File: config.mk
export PLATFORM = sky130hd
export DESIGN_NAME = fft_band_levels
export DESIGN_NICKNAME = d
export VERILOG_FILES = /design/src/rtl/fft_band_levels.sv
export SDC_FILE = /design/constraint.sdc
export NUM_CORES = 1
export LEC_CHECK = 0
export CELL_PAD_IN_SITES_DETAIL_PLACEMENT = 0
export CELL_PAD_IN_SITES_GLOBAL_PLACEMENT = 2
export CORE_ASPECT_RATIO = 1.5
export CORE_UTILIZATION = 41
export CTS_BUF_LIST = sky130_fd_sc_hd__clkbuf_8
export CTS_CLUSTER_DIAMETER = 200
export CTS_CLUSTER_SIZE = 40
export DETAILED_ROUTE_END_ITERATION = 12
export GPL_ROUTABILITY_DRIVEN = 0
export MAX_ROUTING_LAYER = met4
export PLACE_DENSITY = 0.91
export RECOVER_POWER = 100
export SLEW_MARGIN = 20
export SYNTH_ARGS = -nofsm -noshare
export SYNTH_HDL_FRONTEND = slang
export SYNTH_SLANG_ARGS = --single-unit
File: constraint.sdc
create_clock -name clk_100mhz -period 4.8 [get_ports clk_100mhz]
set_input_delay 0.48 -clock clk_100mhz [delete_from_list [all_inputs] [get_ports clk_100mhz]]
set_output_delay 0.48 -clock clk_100mhz [all_outputs]
set_load 0.01 [all_outputs]
File: src/rtl/fft_band_levels.sv
// Reduces the FFT magnitude stream (bins 1..63) to eight per-band levels, streamed once per frame.
// Optional peak-hold/decay smoothing is enabled by defining BAND_DECAY_EN.
module fft_band_levels #(
  parameter int unsigned DECAY_SHIFT = 3
) (
  input  logic        clk_100mhz,
  input  logic        rst,
  input  logic [23:0] freq_mag,
  input  logic [6:0]  freq_index,
  input  logic        valid_in,
  output logic [23:0] band_level,
  output logic [2:0]  band_id,
  output logic        band_valid,
  input  logic        band_ready,
  output logic        band_last,
  output logic        frame_overrun
);

`ifdef BAND_DECAY_EN
  localparam bit DecayEn = 1'b1;
`else
  localparam bit DecayEn = 1'b0;
`endif

  typedef enum logic [0:0] {StIdle, StStream} state_e;

  state_e      state_q, state_d;
  logic [26:0] acc_q [8];
  logic [26:0] acc_d [8];
  logic [23:0] level_q [8];
  logic [23:0] level_d [8];
  logic [23:0] avg [8];
  logic [23:0] decayed [8];
  logic        commit_q, commit_d;
  logic [2:0]  band_id_q, band_id_d;
  logic [23:0] band_level_q, band_level_d;
  logic        band_last_q, band_last_d;
  logic        overrun_q, overrun_d;

  logic        bin_used;
  logic [2:0]  bin_band;
  logic        accept;

  // Bin 0 is DC and bins 64..127 mirror the lower half.
  assign bin_used = valid_in && (freq_index != 7'd0) && !freq_index[6];
  assign bin_band = freq_index[5:3];
  assign commit_d = valid_in && (freq_index == 7'd63);
  assign accept   = (state_q == StStream) && band_ready;

  // A used bin arriving on the commit edge starts the fresh frame rather than being lost.
  always_comb begin
    for (int b = 0; b < 8; b++) begin
      acc_d[b] = commit_q ? 27'd0 : acc_q[b];
      if (bin_used && (bin_band == 3'(b))) begin
        acc_d[b] = acc_d[b] + {3'b000, freq_mag};
      end
    end
  end

  // Band 0 has only seven used bins but is still divided by eight.
  always_comb begin
    for (int b = 0; b < 8; b++) begin
      avg[b]     = acc_q[b][26:3];
      decayed[b] = level_q[b] - (level_q[b] >> DECAY_SHIFT);
      level_d[b] = level_q[b];
      if (commit_q) begin
        level_d[b] = (DecayEn && (decayed[b] > avg[b])) ? decayed[b] : avg[b];
      end
    end
  end

  always_comb begin
    state_d   = state_q;
    band_id_d = band_id_q;
    overrun_d = overrun_q;
    case (state_q)
      StIdle: begin
        if (commit_q) begin
          state_d   = StStream;
          band_id_d = 3'd0;
        end
      end
      StStream: begin
        if (accept) begin
          if (band_id_q == 3'd7) begin
            state_d   = StIdle;
            band_id_d = 3'd0;
          end else begin
            band_id_d = band_id_q + 3'd1;
          end
        end
        // A commit while busy keeps streaming; if the last beat just went, start the new frame.
        if (commit_q) begin
          overrun_d = 1'b1;
          if (accept && (band_id_q == 3'd7)) begin
            state_d = StStream;
          end
        end
      end
      default: begin
        state_d   = StIdle;
        band_id_d = 3'd0;
      end
    endcase
  end

  always_comb begin
    band_level_d = 24'd0;
    band_last_d  = 1'b0;
    if (state_d == StStream) begin
      band_level_d = level_d[band_id_d];
      band_last_d  = (band_id_d == 3'd7);
    end
  end

  always_ff @(posedge clk_100mhz) begin
    if (rst) begin
      state_q      <= StIdle;
      commit_q     <= 1'b0;
      band_id_q    <= 3'd0;
      band_level_q <= 24'd0;
      band_last_q  <= 1'b0;
      overrun_q    <= 1'b0;
      for (int b = 0; b < 8; b++) begin
        acc_q[b]   <= 27'd0;
        level_q[b] <= 24'd0;
      end
    end else begin
      state_q      <= state_d;
      commit_q     <= commit_d;
      band_id_q    <= band_id_d;
      band_level_q <= band_level_d;
      band_last_q  <= band_last_d;
      overrun_q    <= overrun_d;
      for (int b = 0; b < 8; b++) begin
        acc_q[b]   <= acc_d[b];
        level_q[b] <= level_d[b];
      end
    end
  end

  assign band_valid    = (state_q == StStream);
  assign band_id       = band_id_q;
  assign band_level    = band_level_q;
  assign band_last     = band_last_q;
  assign frame_overrun = overrun_q;

endmodule

==> results.tsv <==
metric	value	unit
max_stage_delay	1260	ps
power_density	197	nW/µm²
drtAntennaViolNets	0	
synth-main-ff-cell	dfxtp_1	
crit_arrival	5000	ps
synth.area.top_cells	dfxtp_1 (31%), mux2i_1 (8.7%), ha_1 (8.7%)	
fin_cells	3998	
numPlacedInstances	3978	
synth_warnings	0	
grt.total_usage	0.248	
fp.dieW	215	µm
drt_iter0_markers	1362	
finClkSkew	32.6	ps
hp-class	input port to register	
violations	capacitance limit, slew limit	
status	finished with violations	
synth_top_cell_by_area	dfxtp_1	
route.detailed.drc	0	
ys_ff_latch	439	
row_count	116	
fin_crit	4460	ps
power.leakage	12.2	nW
core	67100	µm²
crit_buf_inv	3	
cts_tree	yes	
grt_max_degree	88	
place.port_buffers	64	
cts-buffers-inserted	14	
power	0.00590	W
slew_viol_final	97	
worstPathMaxFanout	73	
grt_pass1_vias	23151	
dpl.hpwl	63300	µm
fin_tns_setup	0	ps
drt-total-wl	84700	µm
firstDrtPassIters	5	
routedWlPerCell	21.2	µm
clock-root-buffer	clkbuf_8	
num_io_pins	65	
avgSynthCellArea	8.98	µm²
grt_pass1_wl	131000	µm
insertion_delay	680	ps
initial_core_util	0.416	
synth.net_count	3347	
hold_viol_final	0	
setup_viol	0	
fin_crit_sh	0.929	
die-area	69200	µm²
cts_hold_buf	0	
crit_required	5340	ps
critPathMostFrequentCell	buf_12	
utilization	0.447	
clk_pin_slew	250	ps
critical_path_class	register to register	
ir_drop	0.000181	V
clock_path_buffers	3	
route.vias.total	23241	
die_y	322	µm
synth_cell_types	77	
cts_sinks	439	
crit_path_cell_trace	buf_12, buf_12, nand2_1, a31oi_2, clkbuf_2, mux2i_1, o22ai_1	
synth-edff-count	0	
synth_cells	3110	
rsz0062_at_grt	no	
fin_area	30000	µm²
slowest_stage	a31oi_2	
drive_gt1_frac	0.0656	
syn_to_final_growth	7.31	%
grt_overflow	0	
htreeDepth	1	
ctsResizeCount	0	
final_common_cell	dfxtp_1	
synth-seq-area-share	0.315	
yosysTopAreaCellShare	0.315	
startpoint_type	register	
tightest_slew	3150	ps
slew_headroom	-1.10	
syn-cell-area	27900	µm²
post-cts-setup-buffers	0	
drv_cap	3	
layout_common_cells	dfxtp_1 (438), nor2_1 (383), mux2i_1 (244)	
vias_per_cell	5.81	
max_freq	224	MHz
crit_path_end_kind	register	
nets	3346	
placed_cell_area	29800	µm²
cp_top_family	compound AO/OA/AOI/OAI gates	
async_flop_share	0	
antenna_found_initial	2	
[registers in the layout (all words and copies together), names as in the netlist]
register,flops
band_id,3
acc_q,216
band_valid,1
band_level,24
level_q,192
frame_overrun,1
commit_q,1
band_last,1
[Yosys cell counts (5+ instances only)]
cell / number
nand2b_1: 25
xor2_1: 50
o211ai_1: 12
dfxtp_1: 439
and3_1: 18
and2_1: 6
clkbuf_1: 131
o22ai_1: 24
mux4_2: 97
nand4_1: 14
a22o_1: 72
xnor2_1: 111
a32o_1: 7
ha_1: 194
o21a_1: 35
nor2_1: 384
nand3_1: 48
or3_1: 13
o31ai_1: 14
mux2i_1: 244
o31a_1: 10
a21oi_1: 233
inv_1: 48
nor2b_1: 211
nand3b_1: 5
nand2_1: 237
o41ai_1: 6
a211oi_1: 27
buf_1: 26
o21ai_0: 89
a21o_1: 95
nor3_1: 31
o21bai_1: 22
nor3b_1: 8
a31o_2: 5
a221oi_1: 7
a31oi_1: 24
fa_1: 8
a211o_1: 7
[cell type report]
type                       instances  area [µm²]
antenna                            3        7.51
clock buffer                      15         206
clock inverter                     2        7.51
fill                            6586       37100
inverter                          49         184
multi-input combinational       2463       18400
sequential                       439        8790
tap                              885        1110
timing repair buffer             142        1280
[routing by layer]
| metal | track usage | routed length (µm) | share of wire |
|---|---|---|---|
| met3 | 0.0153 | 2800 | 0.033 |
| met1 | 0.279 | 34300 | 0.41 |
| met5 | - | 0 | 0 |
| met2 | 0.459 | 44500 | 0.53 |
| met4 | 0.0903 | 3090 | 0.036 |
[kinds of logic after synthesis]
logic type,share of synthesized area
fa+ha+maj,0.0927
mux,0.167
flops,0.315
xor+xnor,0.0505
simple gates,0.172
compound gates,0.175
buf+inv,0.0281
[worst register-to-register path: stages, from the launching register on]
cell	delay, ps
dfxtp_4	740
buf_12	470
buf_12	400
nand2_1	150
a31oi_2	1260
clkbuf_2	680
mux2i_1	220
o22ai_1	400
[per-stage QoR]
step | hold slack [ps] | setup slack, ps
after CTS | 191 | 644
after global placement | 466 | 490
after floorplan | 450 | 591
final | 293 | 339
after detailed placement | 476 | 497
after global routing | 269 | 184
[report_power, final]
part | total [W] | switching [W] | internal [W]
combinational | 0.000749 | 0.000470 | 0.000279
sequential | 0.00372 | 0.0000336 | 0.00368
clock | 0.00143 | 0.00114 | 0.000289
[worst paths after layout]
check,from,endpoint,slack [ps],cells after the start
hold reg to reg,frame_overrun,frame_overrun,510,2
hold / removal,rst,level_q[0][94],290,2
setup / recovery,commit_q,band_level[8],340,7
setup reg to reg,commit_q,band_level[8],340,7
(Power assumes the default switching activity.)
